### src/rtl/ones_decode_pkg.sv
// Shared types for the ones'-complement to two's-complement decoder.
package ones_decode_pkg;
   localparam int ONES_WIDTH = 8;

   typedef enum logic [1:0] {
      S_IDLE = 2'd0,
      S_RUN  = 2'd1,
      S_DONE = 2'd2
   } state_t;
endpackage

### src/rtl/serial_add1_cell.sv
// Half-adder step used by bit-serial arithmetic.
module serial_add1_cell (
   input  logic a,
   input  logic cin,
   output logic s,
   output logic cout
);
   assign s    = a ^ cin;
   assign cout = a & cin;
endmodule

### src/rtl/ones_decode.sv
// Ones'-complement to two's-complement decoder using a bit-serial
// +1 incrementer; one word in flight, valid/ready on both sides.
module ones_decode
   import ones_decode_pkg::*;
#(
   parameter int WIDTH = ONES_WIDTH
) (
   input  logic             clk,
   input  logic             rst_n,
   input  logic             in_valid,
   output logic             in_ready,
   input  logic [WIDTH-1:0] i,
   output logic             out_valid,
   input  logic             out_ready,
   output logic [WIDTH-1:0] o,
   output logic             neg_zero
);
   localparam int CW = (WIDTH > 1) ? $clog2(WIDTH) : 1;
   localparam logic [CW-1:0] LAST = CW'(WIDTH - 1);

   state_t           r_state;
   state_t           w_next;
   logic [WIDTH-1:0] r_sr;
   logic             r_c;
   logic [CW-1:0]    r_cnt;
   logic             r_nz;
   logic             r_live;
   logic             w_s;
   logic             w_cout;
   logic             w_acc;

   serial_add1_cell u_add (
      .a    (r_sr[0]),
      .cin  (r_c),
      .s    (w_s),
      .cout (w_cout)
   );

   assign w_acc = in_valid & in_ready;

   always_ff @(posedge clk) begin
      if (!rst_n) r_state <= S_IDLE;
      else        r_state <= w_next;
   end

   always_comb begin
      w_next = r_state;
      case (r_state)
         S_IDLE: if (w_acc) w_next = S_RUN;
         S_RUN:  if (r_cnt == LAST) w_next = S_DONE;
         S_DONE: if (out_ready) w_next = S_IDLE;
         default: w_next = S_IDLE;
      endcase
   end

   // r_live keeps in_ready low while reset is asserted
   always_ff @(posedge clk) begin
      if (!rst_n) begin
         r_sr   <= '0;
         r_c    <= 1'b0;
         r_cnt  <= '0;
         r_nz   <= 1'b0;
         r_live <= 1'b0;
      end else begin
         r_live <= 1'b1;
         case (r_state)
            S_IDLE: begin
               if (w_acc) begin
                  r_sr  <= i;
                  r_c   <= i[WIDTH-1];
                  r_nz  <= &i;
                  r_cnt <= '0;
               end
            end
            S_RUN: begin
               r_sr <= {w_s, r_sr[WIDTH-1:1]};
               r_c  <= w_cout;
               if (r_cnt != LAST) r_cnt <= r_cnt + 1'b1;
            end
            default: ;
         endcase
      end
   end

   assign in_ready  = r_live & (r_state == S_IDLE);
   assign out_valid = (r_state == S_DONE);
   assign o         = out_valid ? r_sr : '0;
   assign neg_zero  = out_valid & r_nz;
endmodule

### config.mk
export PLATFORM = sky130hd
export DESIGN_NAME = ones_decode
export DESIGN_NICKNAME = d
export VERILOG_FILES = /design/src/rtl/ones_decode_pkg.sv /design/src/rtl/serial_add1_cell.sv /design/src/rtl/ones_decode.sv
export SDC_FILE = /design/constraint.sdc
export NUM_CORES = 1
export LEC_CHECK = 0
export ABC_AREA = 1
export CAP_MARGIN = 20
export CORE_UTILIZATION = 31
export DETAILED_ROUTE_END_ITERATION = 6
export SYNTH_ARGS = -nofsm -noshare
export SYNTH_HDL_FRONTEND = slang
export SYNTH_SLANG_ARGS = --single-unit
### constraint.sdc
create_clock -name clk -period 1.1 [get_ports clk]
set_input_delay 0.11 -clock clk [delete_from_list [all_inputs] [get_ports clk]]
set_output_delay 0.11 -clock clk [all_outputs]
set_load 0.1 [all_outputs]
==> results.sh <==
export IMPL_final_common_cell="nand2_1"
export IMPL_fin_nets=205
export IMPL_final_cells=220
export IMPL_setup_viol=25
export IMPL_crit_chain="inv_4, nor2_4, inv_8, nor2_4, buf_12"
export IMPL_fin_util_pct=60.5
export IMPL_die_area_um2=3310
export IMPL_drt_iter0_drc=18
export IMPL_worst_path_buf_inv=3
export IMPL_fillers=258
export IMPL_antenna_found_initial=0
export IMPL_area_growth_pct=79.3
export IMPL_synth_avg_cell_area_um2=6.16
export IMPL_dr_total_vias=1094
export IMPL_drtAntennaViolNets=0
export IMPL_grt_max_degree=25
export IMPL_finalHoldViolCount=0
export IMPL_gr_total_overflow=0
export IMPL_n_antenna_cell=0
export IMPL_cp_depth=5
export IMPL_cts_root_buffer="clkbuf_4"
export IMPL_cts_buffer_depth=2
export IMPL_die_h_um=57.5
export IMPL_critical_path_peak_fanout=10
export IMPL_finalCritPeriodShare_pct=127
export IMPL_synth_top_cell_area_share_pct=33.6
export IMPL_clk_pin_slew_ps=110
export IMPL_power_mw=1.56
export IMPL_cts_tree="built"
export IMPL_ys_ff_latch=16
export IMPL_slew_viol_final=0
export IMPL_placed_cells=210
export IMPL_ir_drop_uv=458
export IMPL_grt_pass1_vias=1074
export IMPL_status="complete, but fails checks"
export IMPL_crit_top_cell="nor2_4"
export IMPL_power_per_cell_area_nw_per_um2=914
export IMPL_finClkSkew_ps=8.93
export IMPL_yosys_area_top_type="dfxtp_1"
export IMPL_multi_input_area_um2=696
export IMPL_synth_distinct_cells=20
export IMPL_worst_pin_slew_ps=256
export IMPL_hold_worst_slack_ps=482
export IMPL_yosys_warnings=0
export IMPL_fin_ws_ps=-301
export IMPL_finalSetupTns_ps=-4520
export IMPL_area_sequential_um2=330
export IMPL_hold_buffers=0
export IMPL_drc_errors=1
export IMPL_cp_end_kind="output pin"
export IMPL_max_stage_delay_ps=390
export IMPL_path_class="flop to output pin"
export IMPL_yosysSeqAreaShare_pct=33.6
export IMPL_rsz0062_at_grt="yes"
export IMPL_grt_pass1_wl_um=4490
export IMPL_crit_required_ps=990
export IMPL_wl_um=2790
export IMPL_syn_nets=170
export IMPL_clock_sinks=16
export IMPL_start_kind="flop"
export IMPL_drive_above_1_share_pct=37.6
export IMPL_failed_checks="design-rule violations, negative setup slack"
export IMPL_clk_latency_ps=290
export IMPL_ios=23
export IMPL_syn_cell_area_um2=955
export IMPL_cts_made_buffers=3
export IMPL_htreeDepth=1
export IMPL_whs_path_depth=2
export IMPL_firstDrtPassIters=6
export IMPL_synth_cells=155
export IMPL_hold_path_class="input pin to flop"
export IMPL_arrival_ps=1290
export IMPL_ys_top_cells_by_area="dfxtp_1 34%, nand2_1 15%, nand3_1 11%, nor2_1 11%, inv_1 6.7%"
export IMPL_vias_per_cell=4.97
export IMPL_port_buffers=22
export IMPL_reg2reg_depth=6
export IMPL_critPathTopFamily="flip-flops"
export IMPL_coreArea_um2=2830
export IMPL_wl_per_cell_um=12.7
export IMPL_slew_headroom_pct=82.7
export IMPL_gp_congestion=0.790
export IMPL_floorplan_initialDensity_pct=33.7
export IMPL_hpwl_um=1750
export IMPL_slowest_stage="dfxtp_4"
export IMPL_max_freq_mhz=714
export IMPL_layout_common_cells="37 x nand2_1, 20 x nand3_1, 18 x nor2_1, 16 x inv_1, 15 x buf_12"
export IMPL_die_w_um=57.5
export IMPL_finalCriticalPeriod_ps=1400
export IMPL_fp_row_count=19
export IMPL_leakage_nw=0.746
export IMPL_max_cap_violations=0
export IMPL_grt_usage_pct=17.0
## power breakdown
part | leakage [nW] | internal, mW | switching, mW
logic | 0.591 | 0.222 | 0.262
registers | 0.134 | 0.630 | 0.0361
clock network | 0.0210 | 0.202 | 0.212
total | 0.746 | 1.05 | 0.511
## cell type report
| cell class | count | area share (%) |
|---|---|---|
| inverter | 19 | 4.75 |
| timing repair buffer | 38 | 30.9 |
| tap | 31 | 2.27 |
| clock buffer | 4 | 2.12 |
| sequential | 16 | 19.3 |
| multi-input combinational | 112 | 40.6 |
## sequential cells by signal, indices dropped and copies added (netlist names)
register,count
r_cnt,3
r_sr,8
r_live,1
r_c,1
r_state,2
r_nz,1
## path summary, 6_finish.rpt
check,end,slack [ps],startpoint
min,r_live,480,rst_n
max reg2reg,r_sr[6],-150,r_state[1]
min reg2reg,r_cnt[2],540,r_cnt[2]
max,neg_zero,-300,r_state[1]
## synthesized netlist by cell type, drive strengths merged
cell type	number
a21boi	1
a21oi	12
and2	1
buf	7
clkbuf	1
dfxtp	16
ha	3
inv	19
nand2	40
nand3	22
nor2	30
nor3	1
o21ai	1
o22ai	1
## logic make-up (layout without fill, tap and decap cells)
logic type,count (synthesis),after routing,share of synthesized area (%)
buf+inv,27,61,12.2
fa+ha+maj,3,3,3.93
simple gates,94,94,42.1
flops,16,16,33.6
compound gates,15,15,8.26
## routing by layer
metal	vias up	global-route usage, %	part of all wire [%]
li1	549	-	-
met1	520	22.8	46
met2	23	28.9	50
met3	2	2.04	3.7
met4	0	4.53	0.68
met5	-	0	0
## metrics by stage
stage | worst slack (ps) | cell area [um^2]
final | -301 | 1710
after global routing | -371 | 1710
after CTS | -293 | 1630
after detailed placement | -142 | 1490
after global placement | -88.2 | 1490
after floorplan | -803 | 1060
## timing repair
action | in CTS | in global routing
setup endpoints to repair | 26 | 26
gates cloned | 0 | 2
gates resized for setup | 23 | 10
pin swaps | 6 | 2
buffers inserted | 3 | 2
endpoints found under the hold margin | 0 | 0
No activity file was read; power rests on OpenSTA's default activity.
==> variant 1, RTL diff (same settings) <==
Change the package constant `ONES_WIDTH` from 8 to 16.
--- a/src/rtl/ones_decode_pkg.sv
+++ b/src/rtl/ones_decode_pkg.sv
@@ -1,5 +1,5 @@
 // Shared types for the ones'-complement to two's-complement decoder.
 package ones_decode_pkg;
-   localparam int ONES_WIDTH = 8;
+   localparam int ONES_WIDTH = 16;
 
    typedef enum logic [1:0] {
Interface: changed (resized i and o); port bits go from 23 to 39. The function was not compared with the original's and may differ.
==> variant 1 against the original RTL <==
- the flow finishes with violations (negative setup slack)
- critical endpoint is now o[1]
- clock power grew 40%
- wire length grew 42%
- utilization grew 1.4 points
- combinational power grew 57%
- sequential cell count grew 9
- total power grew 52%
- clock skew shrank 7.0 ps
- critical path type unchanged
- area after synthesis grew 51%
- worst setup slack lost 30 ps
- sequential power grew 56%
- cell area grew 60%
==> variant 1: results (changes against the original RTL) <==
INFO  metric grt_first_pass_wirelength = 6.42 mm (was 4.49 mm)
INFO  metric clock_slew_at_the_register_clock_pins_of_the_worst_setup_and_hold_paths = 90 ps (was 110 ps)
INFO  metric synthTopCellsByCount = nor2_1 (58), nand2_1 (46), dfxtp_1 (25) (was nand2_1 (39), nor2_1 (28), nand3_1 (21))
INFO  metric finish.net_count = 308 (was 205)
INFO  metric groute.layer.met2.usage = 26.6% (was 28.9%)
INFO  metric dp_hpwl = 2.60 mm (was 1.75 mm)
INFO  metric timing.critical_path.arrival = 1320 ps (was 1290 ps)
INFO  metric power.net_switching = 0.789 mW (was 0.511 mW)
INFO  metric drt_iter0_drc = 38 (was 18)
INFO  metric p_leak = 1.08 nW (was 0.746 nW)
INFO  metric port-buffer-count = 38 (was 22)
INFO  metric detailedRoute.firstPassIterationCount = 4 (was 6)
INFO  metric gr-usage-all-layers = 16.3% (was 17.0%)
INFO  metric gr-usage-met3 = 2.31% (was 2.04%)
INFO  metric cpPeakStageDelay = 370 ps (was 390 ps)
INFO  metric synthTopCellsByArea = dfxtp_1 (35%), nor2_1 (15%), nand2_1 (12%) (was dfxtp_1 (34%), nand2_1 (15%), nand3_1 (11%))
INFO  metric latest_clock_arrival_within_the_worst_skew_pair = 270 ps (was 290 ps)
INFO  metric timing.clock.skew = 1.96 ps (was 8.93 ps)
INFO  metric timing.final.setup_violations = 41 (was 25)
INFO  metric failing_checks = negative setup slack (was design-rule violations, negative setup slack)
INFO  metric first_global_vias = 1393 (was 1074)
INFO  metric totalNegativeSetupSlack = -8840 ps (was -4520 ps)
INFO  metric status = finished, violations left (unchanged)
INFO  metric dp_slack = -189 ps (was -142 ps)
INFO  metric setup_slack = -331 ps (was -301 ps)
INFO  metric route.detailed.vias_per_inst = 4.50 (was 4.97)
INFO  metric layout_top_registers = r_sr (16), r_cnt (4), r_state (2) (was r_sr (8), r_cnt (3), r_state (2))
INFO  metric fillCellCount = 385 (was 258)
-- variant 1: final cells by class --
cell class | count | area share [%]
clock buffers | 3 | 1.51
flip-flops and latches | 25 | 18.6
repair inverters | 2 | 0.733
repair buffers | 70 | 34.9
clock inverters | 1 | 0.275
inverters | 22 | 3.75
well taps | 52 | 2.38
multi-input cells | 162 | 37.8
-- variant 1: worst max-delay path: cells and delay by family, from the launching register on --
family / cells / cell delay (ps)
buffers and inverters: 4 / 440
flip-flops: 1 / 370
AND/OR/NAND/NOR: 2 / 230
-- variant 1: kinds of logic (layout without fill, tap and decap cells) --
kind of cell | Yosys count | count (layout) | share of synthesized area, %
flops | 25 | 25 | 34.8
buf+inv | 30 | 98 | 11.9
fa+ha+maj | 2 | 2 | 1.74
simple gates | 124 | 124 | 38.6
compound gates | 36 | 36 | 12.9
-- variant 1: layer usage --
layer	share of wire, %	routed length [µm]	up-vias
li1	-	-	811
met1	47	1870	668
met2	49	1930	33
met3	3.1	125	6
met4	1.3	53	0
met5	0	0	-
-- variant 1: path summary, 6_finish.rpt --
path	from	endpoint	slack, ps	cells past startpoint
worst max register to register	r_state[0]	r_sr[6]	-160	7
worst min-delay path	out_ready	r_state[1]	490	3
worst max-delay path	r_state[1]	o[1]	-330	6
worst min register to register	r_sr[12]	r_sr[12]	510	2
-- variant 1: timing repair --
action	4_1_cts	5_1_grt
setup endpoints to repair	41	43
cloned	2	3
gates resized for setup	14	39
setup buffers	8	1
pin swaps	8	15
-- variant 1: power by group through the flow --
stage | sequential (mW) | combinational [mW] | clock [mW]
after CTS | 1.03 | 0.677 | 0.595
after floorplan | 1.04 | 0.400 | 0
after global placement | 1.05 | 0.572 | 0
after detailed placement | 1.05 | 0.578 | 0
final | 1.04 | 0.762 | 0.579
after global routing | 1.06 | 0.835 | 0.636
==> variant 2, RTL diff (config.mk and constraints unchanged) <==
Made on the original files. Encoding of `state_t`: now one-hot (3 bits for 3 states).
--- a/src/rtl/ones_decode_pkg.sv
+++ b/src/rtl/ones_decode_pkg.sv
@@ -3,8 +3,8 @@
    localparam int ONES_WIDTH = 8;
 
-   typedef enum logic [1:0] {
-      S_IDLE = 2'd0,
-      S_RUN  = 2'd1,
-      S_DONE = 2'd2
+   typedef enum logic [2:0] {
+      S_IDLE = 3'b001,
+      S_RUN  = 3'b010,
+      S_DONE = 3'b100
    } state_t;
 endpackage
Formal check against the unedited RTL: same outputs for any inputs over 10 cycles, from zero or initial values and one cycle with rst_n low; not proved beyond that.
==> variant 2 against the original RTL <==
- the flow still finishes with violations (design-rule violations, negative setup slack)
- largest cell class unchanged
- clock power down 15%
- global-route usage up 0.97 points
- synthesized cell count down 6.5%
- total power down 1.9%
- area after synthesis down 0.66%
- worst setup slack worse by 140 ps
- clock skew down 8.3 ps
- register-to-register slack worse by 120 ps
- sequential cell count up 1
- wire length down 2.0%
- utilization up 3.2 points
- maximum frequency down 9.1%
- cell area up 5.3%
- sequential share of layout area up 0.077 points
- critical path type unchanged
==> variant 2: results (changes against the original RTL) <==
INFO  metric status = finished, violations left (unchanged)
INFO  metric failing_checks = design-rule violations, negative setup slack (unchanged)
INFO  metric dp_slack = -193 ps (was -142 ps)
INFO  metric route.detailed.wl_per_inst = 12.2 µm (was 12.7 µm)
INFO  metric setup_slack = -441 ps (was -301 ps)
INFO  metric tightest_slew = 257 ps (was 256 ps)
INFO  metric remaining_drc_errors = 2 (was 1)
INFO  metric drt_iter0_drc = 11 (was 18)
INFO  metric synthTopCellsByCount = nor2_1 (36), nand2_1 (34), dfxtp_1 (17) (was nand2_1 (39), nor2_1 (28), nand3_1 (21))
INFO  metric hold_slack = 471 ps (was 482 ps)
INFO  metric finish.net_count = 209 (was 205)
INFO  metric worstRegToRegCells = 9 (was 6)
INFO  metric endpoint = o[0] (was neg_zero)
INFO  metric timing.final.setup_violations = 27 (was 25)
INFO  metric totalNegativeSetupSlack = -7750 ps (was -4520 ps)
INFO  metric first_global_vias = 1023 (was 1074)
INFO  metric synthesis.nets = 160 (was 170)
INFO  metric reg2reg_from = r_state[0] (was r_state[1])
INFO  metric critical_path.reg2reg.endpoint = r_sr[2] (was r_sr[6])
INFO  metric critical_path_source = r_state[2] (was r_state[1])
INFO  metric routabilityCongestion = 0.747 (was 0.790)
INFO  metric timing.critical_path.arrival = 1430 ps (was 1290 ps)
INFO  metric synth-seq-area-share = 35.9% (was 33.6%)
INFO  metric via_count = 1061 (was 1094)
INFO  metric synth_adder_area_share = 3.96% (was 3.93%)
INFO  metric p_leak = 0.780 nW (was 0.746 nW)
INFO  metric dp_hpwl = 1.83 mm (was 1.75 mm)
INFO  metric synthTopCellsByArea = dfxtp_1 (36%), nor2_1 (14%), nand2_1 (13%) (was dfxtp_1 (34%), nand2_1 (15%), nand3_1 (11%))
[variant 2: worst max-delay path, cell delays in order (launching register included)]
cell,delay (ps)
dfxtp_2,350
inv_2,50
nor3_4,250
clkinv_4,170
nor2_4,140
buf_12,180
[variant 2: cell type report]
cell class,instances,area [µm²]
sequential,17,349
tap,31,38.8
clock buffer,4,26.3
timing repair buffer,46,604
timing repair inverter,1,8.76
inverter,19,86.3
fill,250,1030
multi-input combinational,106,688
[variant 2: timing repair]
action,in CTS,in global routing
pin swaps,18,12
resized for setup,25,16
setup buffers,7,2
hold buffers,0,0
cloned,2,1
endpoints found under the setup margin,27,27
[variant 2: routing by layer]
layer,track usage (%),vias up,routed length [µm]
met2,32.4,20,1430
met4,7.32,0,41
met3,2.27,4,102
met1,21.6,482,1160
li1,-,555,-
met5,0,-,0
[variant 2: power breakdown]
part	leakage [nW]	total [mW]	switching (mW)	internal [mW]
combinational	0.623	0.483	0.254	0.229
sequential	0.142	0.702	0.0325	0.669
clock	0.0150	0.350	0.209	0.141
